File: src/rtl/jk_excitation_ctrl.sv
// jk_excitation_ctrl
// ------------------
// Excitation and sequencing controller for a WIDTH-bit bank of JK flops.
// Target states are queued in a DEPTH-entry FIFO. Each target is popped,
// turned into registered J/K drive for one cycle, and then checked against
// the bank's Q readback one cycle later.
//
// Optional build macro: JK_TOGGLE_EN
//   defined   : a changing bit is driven J=1,K=1 (toggle); hold stays 00.
//   undefined : only 00 / 10 / 01 are ever driven.
//
// Handshake: a target is accepted on a rising CLK edge where LOAD_VALID and
// LOAD_READY are both high. LOAD_READY depends only on the registered
// occupancy, so a push while full is dropped even if a pop happens in the
// same cycle.
//
// Ports:
//   CLK         clock, all state updates on the rising edge
//   RESET_N     synchronous reset, active low
//   ENABLE      allows targets to be popped and applied
//   LOAD_VALID  target push request
//   LOAD_DATA   target state to push
//   LOAD_READY  FIFO not full
//   Q_FB        Q readback of the driven flop bank
//   J, K        registered excitation drive to the flop bank
//   BUSY        controller is not IDLE
//   DONE        one-cycle pulse: target verified on readback
//   ERR         sticky readback-mismatch flag
//   ERR_MASK    mismatching bits captured at the first error
//   ERR_CLR     clears ERR and ERR_MASK
//   COUNT       FIFO occupancy
//   DBG_STATE   current FSM state (0 IDLE, 1 DRIVE, 2 CHECK)
module jk_excitation_ctrl #(
  parameter int WIDTH = 4,
  parameter int DEPTH = 8
) (
  input  logic                     CLK,
  input  logic                     RESET_N,
  input  logic                     ENABLE,
  input  logic                     LOAD_VALID,
  input  logic [WIDTH-1:0]         LOAD_DATA,
  output logic                     LOAD_READY,
  input  logic [WIDTH-1:0]         Q_FB,
  output logic [WIDTH-1:0]         J,
  output logic [WIDTH-1:0]         K,
  output logic                     BUSY,
  output logic                     DONE,
  output logic                     ERR,
  output logic [WIDTH-1:0]         ERR_MASK,
  input  logic                     ERR_CLR,
  output logic [$clog2(DEPTH):0]   COUNT,
  output logic [1:0]               DBG_STATE
);

  localparam int AW = $clog2(DEPTH);
  localparam logic [AW:0] FULL_COUNT = (AW+1)'(DEPTH);

  localparam logic [1:0] S_IDLE  = 2'd0;
  localparam logic [1:0] S_DRIVE = 2'd1;
  localparam logic [1:0] S_CHECK = 2'd2;

  logic [WIDTH-1:0] mem [DEPTH];
  logic [AW-1:0]    wr_ptr;
  logic [AW-1:0]    rd_ptr;
  logic [AW:0]      count;
  logic [1:0]       state;
  logic [WIDTH-1:0] tgt;
  logic [WIDTH-1:0] j_q;
  logic [WIDTH-1:0] k_q;
  logic             done_q;
  logic             err_q;
  logic [WIDTH-1:0] mask_q;

  logic             push;
  logic             pop;
  logic [WIDTH-1:0] head;
  logic [WIDTH-1:0] chg;
  logic [WIDTH-1:0] exc_j;
  logic [WIDTH-1:0] exc_k;
  logic             mismatch;

  assign LOAD_READY = (count != FULL_COUNT);
  assign push       = LOAD_VALID && LOAD_READY;
  // Pops only happen at the two decision points; an in-flight DRIVE/CHECK
  // pair always runs to completion regardless of ENABLE.
  assign pop        = ((state == S_IDLE) || (state == S_CHECK)) &&
                      ENABLE && (count != '0);
  assign head       = mem[rd_ptr];
  assign mismatch   = (state == S_CHECK) && (Q_FB != tgt);

  // Excitation for the head target against the bank's present Q.
  always_comb begin
    chg   = Q_FB ^ head;
`ifdef JK_TOGGLE_EN
    exc_j = chg;
    exc_k = chg;
`else
    exc_j = chg & head;
    exc_k = chg & ~head;
`endif
  end

  // FIFO storage needs no reset; occupancy and pointers carry validity.
  always_ff @(posedge CLK) begin
    if (push) begin
      mem[wr_ptr] <= LOAD_DATA;
    end
  end

  always_ff @(posedge CLK) begin
    if (!RESET_N) begin
      wr_ptr <= '0;
      rd_ptr <= '0;
      count  <= '0;
      state  <= S_IDLE;
      tgt    <= '0;
      j_q    <= '0;
      k_q    <= '0;
      done_q <= 1'b0;
      err_q  <= 1'b0;
      mask_q <= '0;
    end else begin
      // Pointers wrap naturally because DEPTH is a power of two.
      if (push) wr_ptr <= wr_ptr + 1'b1;
      if (pop)  rd_ptr <= rd_ptr + 1'b1;
      if (push && !pop)      count <= count + 1'b1;
      else if (pop && !push) count <= count - 1'b1;

      // J/K and DONE are single-cycle unless a branch below sets them.
      j_q    <= '0;
      k_q    <= '0;
      done_q <= 1'b0;

      case (state)
        S_IDLE: begin
          if (pop) begin
            tgt   <= head;
            j_q   <= exc_j;
            k_q   <= exc_k;
            state <= S_DRIVE;
          end
        end
        S_DRIVE: begin
          state <= S_CHECK;
        end
        S_CHECK: begin
          if (Q_FB == tgt) done_q <= 1'b1;
          if (pop) begin
            tgt   <= head;
            j_q   <= exc_j;
            k_q   <= exc_k;
            state <= S_DRIVE;
          end else begin
            state <= S_IDLE;
          end
        end
        default: begin
          state <= S_IDLE;
        end
      endcase

      // A new mismatch beats a simultaneous clear, and then its mask is
      // the one kept.
      if (mismatch) begin
        err_q <= 1'b1;
        if (!err_q || ERR_CLR) mask_q <= Q_FB ^ tgt;
      end else if (ERR_CLR) begin
        err_q  <= 1'b0;
        mask_q <= '0;
      end
    end
  end

  assign J         = j_q;
  assign K         = k_q;
  assign BUSY      = (state != S_IDLE);
  assign DONE      = done_q;
  assign ERR       = err_q;
  assign ERR_MASK  = mask_q;
  assign COUNT     = count;
  assign DBG_STATE = state;

endmodule

File: config.mk
export PLATFORM = sky130hd
export DESIGN_NAME = jk_excitation_ctrl
export DESIGN_NICKNAME = d
export VERILOG_FILES = /design/src/rtl/jk_excitation_ctrl.sv
export SDC_FILE = /design/constraint.sdc
export NUM_CORES = 1
export LEC_CHECK = 0
export BUFFER_PORTS_ARGS = -buffer_cell sky130_fd_sc_hd__buf_4
export CORE_ASPECT_RATIO = 0.8
export CORE_UTILIZATION = 55
export DETAILED_ROUTE_END_ITERATION = 8
export PLACE_DENSITY = 0.75
export SYNTH_ARGS = -nofsm -noshare
export SYNTH_HDL_FRONTEND = slang
export SYNTH_SLANG_ARGS = --single-unit
File: constraint.sdc
create_clock -name CLK -period 6.03 [get_ports CLK]
set_clock_uncertainty 0.2 [all_clocks]
set_input_delay 0.3015 -clock CLK [delete_from_list [all_inputs] [get_ports CLK]]
set_output_delay 0.3015 -clock CLK [all_outputs]
set_load 0.005 [all_outputs]
==> metrics, run 1 <==
status=finished, final reports clean; cells after synthesis=between 150 and 200; routed length per placed instance=between 15 and 20 microns; DRT Pass-1 Iters=5; IO buf count=34; H-tree Lvls=3; combinational share of power=24.0%; vias post-DR=1541; clock buffer count from CTS=9; CP arrival=2970 ps; hpwl dp=3.23 mm; sequential power share=50.0%; Slew Viols, Final=0; share of cells above drive strength 1=between 20% and 30%; Switching Share=approximately 30%; slowest stage delay, CP=640 ps; Period minus WS final=between 2000 and 3000 ps; cts repair resizes=0; f_max=around 340 MHz; Area Growth Syn to Fin=20.6%; slowest CP cell=nor2_1; wl on met1=1.95 mm; number of fill cells=approximately 320; All-Layer GR Usage=slightly above 20%; Critical Path Sink=COUNT[3]$_SDFFE_PN0P_; drc violations=0; CP Capture Type=register; leading area contributor after synthesis=edfxtp_1; routability congestion estimate=between 0.8 and 0.9; reported net switching power=0.337 mW; full die area=0.00485 sq mm; Synth Flop Type=dfxtp_1; DR vias/cell=5.33; Reg clk slew, reported paths=70 ps; power per cell area=around 380 mW/mm^2; period utilisation layout=48.2%; row cnt=21; CTS Root Cell=clkbuf_8; Worst Path Required=~6100 ps; final core occ=70.8%; mapped cell area=about 0.0025 sq mm; vias in the first global route=1565; GR Overflow Total=0; sequential area share after synthesis=64.5%; Ys Warns=0; crit path launch=COUNT[0]$_SDFFE_PN0P_; element type at the critical path start=register; I/O Pins=35; Fin Setup TNS=0 ps; initial antenna violation count=0; Critical R2R Capture=COUNT[3]$_SDFFE_PN0P_; FF+latch count, synth=65; Synth cell types=34; Detail Route Antenna Nets=0; most numerous cell in the Yosys netlist=dfxtp_1; maxcap violations=0; main area contributors after synthesis=edfxtp_1 38%, dfxtp_1 26%, mux4_2 7.2%; hold_ws=~13 ps; CP max FO=14; Leak Pwr=approximately 1.2 nW; Synth async-reset ratio=0%; post-synth net total=around 200; Hold Path Class=in2reg; critical setup path kind=reg2reg; Initial DRC Count=52; nets=246; CTS tree=yes; Final Hold Viols=0; reg2reg start=COUNT[0]$_SDFFE_PN0P_; met2 WL post-DR=between 2 and 2.5 mm; critical-path cell list=nor4_1, nor2_1, inv_1, ha_1, inv_1, ha_1, a21oi_1, a211oi_1, a31oi_1, mux2i_1; RSZ-0062 raised after global routing=no; CTS Buffer Depth=2; largest net degree at the start of global routing=15; first-pass GRT wire length=approximately 7.3 mm; cells on worst reg2reg path=10; CTS sink count=between 60 and 70; Worst-Margin Slew=between 800 and 900 ps; Clk pwr share=roughly a quarter; top routing layer in use=met4; cell internal pwr=0.803 mW; Max-slew headroom=a little under half; top cell type's share of synthesized area=between 30% and 40%; die height=between 60 and 70 microns; final setup violating endpoints=0; Post-synth EDFFs=32; Inserted Diodes=0; Starting Density=roughly three fifths; Detailed Route WL=about 4.4 mm; Clk Latency, worst-skew pair=around 330 ps; worst reg2reg setup slack=3120 ps; total core area=0.00428 sq mm; die width=a little under 80 microns; VDD IR-drop max=between 0.00015 and 0.0002 V; Setup Buffers After CTS=0; syn avg cell area=between 10 and 15 sq um; DR WL met3=219 microns; Synth top cells by count=33 x dfxtp_1, 32 x edfxtp_1, 17 x nor2_1
-- area by class of cell --
| class | instances | area [sq um] | area share (%) |
|---|---|---|---|
| well taps | 57 | 71.3 | 2.35 |
| repair buffers | 41 | 325 | 10.7 |
| inverters | 6 | 22.5 | 0.742 |
| flip-flops and latches | 65 | 1620 | 53.4 |
| clock buffers | 9 | 124 | 4.08 |
| clock inverters | 7 | 37.5 | 1.24 |
| multi-input cells | 104 | 832 | 27.4 |
-- per-stage QoR --
step	std cells	setup slack [ps]	total power, mW	cell area [sq um]
global route	289	2830	1.21	3030
finish	289	3120	1.14	3030
floorplan	183	3410	0.760	2510
CTS	289	3120	1.15	3030
global placement	266	3330	0.836	2800
detailed placement	266	3140	0.850	2800
-- worst max-delay path, delay by kind of cell (launching register included) --
family                     cells  cell delay [ps]
buffers and inverters          2              240
AOI/OAI and AO/OA              3              460
muxes                          1              190
and+or+nand+nor                2              760
adders and majority gates      2              520
DFF                            1              470
-- state kept, by name, indices dropped and copies added, names as in the netlist, named ones only --
register	count
rd_ptr	3
K	4
DONE	1
tgt	4
J	4
mem	32
wr_ptr	3
DBG_STATE	2
COUNT	4
ERR_MASK	4
ERR	1
-- metal layers --
layer  up-vias  global-route usage (%)
li1        758                       -
met1       737                    25.4
met2        41                    34.2
met3         5                    7.45
met4         0                    7.31
met5         -                       0
-- how the worst min path moves through the flow --
stage,startpoint,to,slack (ps),cells past startpoint
floorplan,Q_FB[0],J[0]$_SDFF_PN0_,180,1
global placement,DBG_STATE[1]$_SDFFE_PN0P_,DBG_STATE[1]$_SDFFE_PN0P_,240,1
detailed placement,DBG_STATE[1]$_SDFFE_PN0P_,DBG_STATE[1]$_SDFFE_PN0P_,260,1
CTS,LOAD_DATA[3],mem[0][3]$_DFFE_PP_,1,1
global route,LOAD_DATA[3],mem[5][3]$_DFFE_PP_,9,1
finish,LOAD_DATA[3],mem[5][3]$_DFFE_PP_,10,1
-- kinds of logic (layout without fill, tap and decap cells) --
group,Yosys count,after routing,share of synthesized area (%)
flops,65,65,64.5
simple gates,53,53,10.9
compound gates,22,22,6.17
mux,15,15,9.95
buf+inv,14,63,2.44
xor+xnor,8,8,2.79
fa+ha+maj,6,6,3.28
-- power groups by stage --
stage / combinational (mW) / sequential, mW / clock, mW
after global placement: 0.261 / 0.575 / 0
after global routing: 0.303 / 0.579 / 0.327
after CTS: 0.276 / 0.570 / 0.306
final: 0.274 / 0.570 / 0.296
after detailed placement: 0.270 / 0.580 / 0
after floorplan: 0.201 / 0.560 / 0
-- cell usage in the layout (no fill, tap or decap), types with 2 or more instances in the layout --
cell and count:
dfxtp_1 33, inv_1 6, and3_1 4, nand2b_1 4, dlygate4sd3_1 7, clkinv_2 3, xnor2_1 2, xor2_1 6
o21ai_0 4, nand2_1 8, nand3_1 4, clkinv_1 2, edfxtp_1 32, ha_1 5, a21oi_1 10, or2_2 2
nor3_1 6, clkinvlp_4 2, buf_4 34, mux4_2 8, nor2_1 17, mux2i_1 7, clkbuf_8 9, a22o_1 4
-- what timing repair did --
action,in CTS,in global routing
hold buffers,7,0
endpoints found under the hold margin,25,0
endpoints found under the setup margin,0,0
(Power assumes the default switching activity.)
==> run 2: changes to the inputs <==
--- a/config.mk
+++ b/config.mk
@@ -7,9 +7,9 @@
 export LEC_CHECK = 0
 export BUFFER_PORTS_ARGS = -buffer_cell sky130_fd_sc_hd__buf_4
 export CORE_ASPECT_RATIO = 0.8
-export CORE_UTILIZATION = 55
+export CORE_UTILIZATION = 50
 export DETAILED_ROUTE_END_ITERATION = 8
-export PLACE_DENSITY = 0.75
+export PLACE_DENSITY = 0.72
 export SYNTH_ARGS = -nofsm -noshare
 export SYNTH_HDL_FRONTEND = slang
 export SYNTH_SLANG_ARGS = --single-unit
==> constraint.sdc (replaced) <==
create_clock -name CLK -period 2.5 [get_ports CLK]
set_clock_uncertainty 0.2 [all_clocks]
set_input_delay 0.125 -clock CLK [delete_from_list [all_inputs] [get_ports CLK]]
set_output_delay 0.125 -clock CLK [all_outputs]
set_load 0.005 [all_outputs]
==> run 2 against run 1 <==
Compared with the run above:
- routed wire length up 4.1%
- via count is 2.3% higher
- highest routed layer unchanged
- total power increased to 2.6 times the previous value
- die area rose by 9.7%
- global-route usage is 1.3 points lower
- final area increased by 5.9%
- sequential cell count is the same
- combinational power grew to 2.9 times the previous value
- cell count is 5.5% higher
- sequential power increased by 140%
- maximum frequency grew 20%
- largest cell class unchanged
==> metrics, run 2 (synthesized netlist as in run 1, its figures left out) <==
status=finished, final reports clean; most frequent cells in the layout=40 x buf_4, 32 x dfxtp_1, 32 x edfxtp_1; commonest non-fill, non-tap cell in the layout=buf_4; row cnt=22; CP arrival=2490 ps; Inserted Diodes=0; Register Area=0.00162 sq mm; total core area=between 0.004 and 0.005 sq mm; element type at the critical path start=register; GRT met2 Usage=33.3%; CTS sink count=65; CTS Buffer Depth=2; Reg clk slew, reported paths=60 ps; Leak Pwr=1.26 nW; Final Hold Viols=0; final core occ=between 60% and 70%; I/O Pins=35; Final Power=about 3.0 mW; CTS tree=yes; H-tree Lvls=3; Hold Path Class=in2reg; routed length per placed instance=about 15 microns; Fin Setup TNS=0 ps; Period minus WS final=2420 ps; Worst Path Required=2570 ps; power per cell area=just over 900 mW/mm^2; CP max FO=4; routing usage on met1=a little over a fifth; Final Cell Area=0.00321 sq mm; Worst-Margin Slew=between 600 and 700 ps; IO buf count=34; vias post-DR=1576; Max-slew headroom=56.0%; drc violations=0; routability congestion estimate=0.743; Detailed Route WL=between 4 and 5 mm; Slew Viols, Final=0; number of fill cells=330; critical setup path kind=reg2reg; Detail Route Antenna Nets=0; vias in the first global route=about 1600; f_max=slightly above 400 MHz; maxcap violations=0; GR Overflow Total=0; die height=between 60 and 70 microns; final setup violating endpoints=0; GR peak layer=met2; DRT Pass-1 Iters=4; max FFs per register=32; nets=approximately 260; CTS Root Cell=clkbuf_8; clock buffer count from CTS=9; Setup Buffers After CTS=0; die width=between 80 and 90 microns; VDD IR-drop max=between 0.0005 and 0.0006 V; share of cells above drive strength 1=roughly a third; Area Growth Syn to Fin=27.8%; initial antenna violation count=0; largest register by flop count=mem; All-Layer GR Usage=19.5%; hpwl dp=3.15 mm; Cell Area, Placed=roughly 0.0029 sq mm; period utilisation layout=96.8%; met3 usage=7.92%; Initial DRC Count=56; full die area=between 0.005 and 0.006 sq mm; largest net degree at the start of global routing=14; DR vias/cell=roughly 5.2; worst reg2reg setup slack=just under 80 ps; Starting Density=~53%; CP Capture Type=register; Multi-input gate area=867 sq um; RSZ-0062 raised after global routing=yes; Clk Latency, worst-skew pair=around 340 ps; first-pass GRT wire length=7.28 mm
## run 2: area by class of cell
| class | instances | area share [%] |
|---|---|---|
| clock buffer | 9 | 3.86 |
| inverter | 6 | 0.701 |
| clock inverter | 7 | 1.91 |
| multi-input combinational | 104 | 27.0 |
| timing repair buffer | 54 | 13.7 |
| sequential | 65 | 50.5 |
| tap | 60 | 2.34 |
## run 2: final timing paths
kind	startpoint	to	cells after the start
setup / recovery	COUNT[0]$_SDFFE_PN0P_	COUNT[3]$_SDFFE_PN0P_	10
hold / removal	ENABLE	tgt[0]$_SDFFE_PN0P_	5
setup reg to reg	COUNT[0]$_SDFFE_PN0P_	COUNT[3]$_SDFFE_PN0P_	10
hold reg to reg	DBG_STATE[1]$_SDFFE_PN0P_	DBG_STATE[1]$_SDFFE_PN0P_	1
## run 2: per-stage QoR
step / setup WS, ps / cells / hold slack, ps
global placement: 137 / 275 / 117
CTS: 8.32 / 305 / 126
floorplan: 2.58 / 183 / 4.31
finish: 79.3 / 305 / 145
global route: -34.1 / 305 / 161
detailed placement: 35.5 / 275 / 122
## run 2: critical path, cell delays in order, from the launching register on
cell and delay (ps):
dfxtp_1 310, or4b_4 560, nand2_4 90, inv_1 50, ha_1 220, inv_2 110, ha_4 220, a21oi_4 120
a211oi_1 80, a31oi_1 200, mux2i_1 200
## run 2: where the power goes
part | internal [mW] | switching (mW) | leakage, nW
clock network | 0.449 | 0.371 | 0.0962
logic | 0.415 | 0.381 | 0.608
registers | 1.25 | 0.100 | 0.560
## run 2: per-layer routing
metal / vias up / part of all wire, %
li1: 778 / -
met1: 755 / 43
met2: 41 / 51
met3: 2 / 5.6
met4: 0 / 0.31
met5: - / 0
## run 2: what timing repair did
| action | in CTS | in global routing |
|---|---|---|
| pin swaps | 0 | 1 |
| gates cloned | 0 | 0 |
| gates resized for setup | 1 | 4 |
| hold buffers | 14 | 0 |
| setup endpoints to repair | 1 | 4 |
| endpoints found under the hold margin | 54 | 0 |
==> run 3: changes to the inputs <==
--- a/config.mk
+++ b/config.mk
@@ -9,6 +9,7 @@
 export CORE_ASPECT_RATIO = 0.8
 export CORE_UTILIZATION = 50
 export DETAILED_ROUTE_END_ITERATION = 8
+export MAX_ROUTING_LAYER = met4
 export PLACE_DENSITY = 0.72
 export SYNTH_ARGS = -nofsm -noshare
 export SYNTH_HDL_FRONTEND = slang
==> run 3 against run 2 <==
Compared with the run above:
- non-clock buffer count stayed put
- worst hold slack worse by 0.86 ps
- final area did not move
- total power up 0.13%
- register-to-register slack barely moved
- maximum frequency grew 0.18%
- critical endpoint unchanged
==> metrics, run 3 (synthesized netlist as in run 1, its figures left out) <==
wl on met1=2.00 mm; CP Capture Type=register; Cell Area, Placed=0.00287 sq mm; status=finished, final reports clean; Slew Viols, Final=0; final core occ=68.3%; slowest CP cell=or4b_4; slowest stage delay, CP=around 560 ps; cell family with most CP delay=simple AND/OR/NAND/NOR gates; die height=around 65 microns; power per cell area=about 900 mW/mm^2; Setup Buffers After CTS=0; max FFs per register=32; DR WL met3=226 microns; I/O Pins=35; CTS tree=yes; Starting Density=between 50% and 60%; initial antenna violation count=0; Reg clk slew, reported paths=70 ps; die width=about 81 microns; Initial DRC Count=55; Hold Path Class=in2reg; Final Hold Viols=0; Period minus WS final=2420 ps; nets=259; Inserted Diodes=0; All-Layer GR Usage=20.0%; Max-slew headroom=55.7%; hold_ws=around 140 ps; Detailed Route WL=about 4.5 mm; CP arrival=approximately 2500 ps; hpwl dp=3.15 mm; maxcap violations=0; f_max=~410 MHz; Leak Pwr=about 1.3 nW; vias in the first global route=approximately 1600; IO buf count=34; drc violations=0; Worst-Margin Slew=around 660 ps; met2 WL post-DR=approximately 2.3 mm; row cnt=22; largest net degree at the start of global routing=14; most frequent cells in the layout=40 x buf_4, 32 x dfxtp_1, 32 x edfxtp_1; Clk Latency, worst-skew pair=330 ps; critical setup path kind=reg2reg; element type at the critical path start=register; Worst Path Required=between 2000 and 3000 ps; total core area=~0.0047 sq mm; Detail Route Antenna Nets=0; CTS Root Cell=clkbuf_8; commonest non-fill, non-tap cell in the layout=buf_4; VDD IR-drop max=between 0.0005 and 0.0006 V; clock buffer count from CTS=9; largest register by flop count=mem; top routing layer in use=met4; worst path bufs/invs=2; DRT Pass-1 Iters=4; final setup violating endpoints=0; Fin Setup TNS=0 ps; share of cells above drive strength 1=about a third; routed length per placed instance=approximately 15 microns; full die area=roughly 0.0053 sq mm; critical-path cell list=or4b_4, nand2_4, inv_1, ha_1, inv_2, ha_4, a21oi_4, a211oi_1, a31oi_1, mux2i_1; CP max FO=4; H-tree Lvls=3; period utilisation layout=96.7%; RSZ-0062 raised after global routing=yes; CTS sink count=between 60 and 70; GR Overflow Total=0; first-pass GRT wire length=roughly 7.3 mm; vias post-DR=~1600; CTS Buffer Depth=2; Final Cell Area=0.00321 sq mm; DR vias/cell=around 5.2; routability congestion estimate=around 0.75; Area Growth Syn to Fin=27.8%
==> run 3: cell counts in the layout (fill, tap and decap cells not counted) <==
Identical to the previous run, type by type.
==> run 3: layer usage <==
metal | track usage, % | vias up
met5 | - | -
met4 | 8.04 | 0
met3 | 7.50 | 7
met2 | 33.3 | 36
met1 | 21.4 | 750
li1 | - | 779
==> run 3: cell type report <==
| class | count | area, sq um |
|---|---|---|
| Tap cell | 60 | 75.1 |
| Clock buffer | 9 | 124 |
| Timing Repair Buffer | 54 | 440 |
| Sequential cell | 65 | 1620 |
| Clock inverter | 7 | 61.3 |
| Multi-Input combinational cell | 104 | 867 |
| Inverter | 6 | 22.5 |
| Fill cell | 330 | 1490 |
==> run 3: worst register-to-register path: cells and delay by family, from the launching register on <==
| family | cells | cell delay, ps |
|---|---|---|
| buf+inv | 2 | 150 |
| simple gates | 2 | 650 |
| compound gates | 3 | 400 |
| flops | 1 | 310 |
| fa+ha+maj | 2 | 440 |
| mux | 1 | 200 |
==> run 3: final timing paths <==
kind | from | to | slack, ps | cells after the start
hold reg to reg | DBG_STATE[1]$_SDFFE_PN0P_ | DBG_STATE[1]$_SDFFE_PN0P_ | 280 | 1
hold / removal | ENABLE | tgt[0]$_SDFFE_PN0P_ | 140 | 5
setup / recovery | COUNT[0]$_SDFFE_PN0P_ | COUNT[3]$_SDFFE_PN0P_ | 80 | 10
setup reg to reg | COUNT[0]$_SDFFE_PN0P_ | COUNT[3]$_SDFFE_PN0P_ | 80 | 10
==> run 3: what timing repair did <==
| action | 4_1_cts | 5_1_grt |
|---|---|---|
| hold buffers | 14 | 0 |
| pin swaps | 0 | 1 |
| setup endpoints to repair | 1 | 4 |
| endpoints found under the hold margin | 54 | 0 |
| resized for setup | 1 | 4 |
==> run 3: where the power goes <==
group | internal, mW | total (mW) | switching (mW)
logic | 0.415 | 0.798 | 0.382
registers | 1.25 | 1.35 | 0.0998
clock network | 0.449 | 0.822 | 0.373
total | 2.12 | 2.97 | 0.855
==> run 3: through the flow <==
| stage | worst slack, ps | power (mW) | std cells |
|---|---|---|---|
| 2_1_floorplan | 2.58 | 1.86 | 183 |
| 3_3_place_gp | 137 | 2.09 | 275 |
| 3_5_place_dp | 35.5 | 2.12 | 275 |
| 4_1_cts | 8.32 | 2.97 | 305 |
| 5_1_grt | -34.1 | 3.12 | 305 |
| 6_report | 83.6 | 2.97 | 305 |
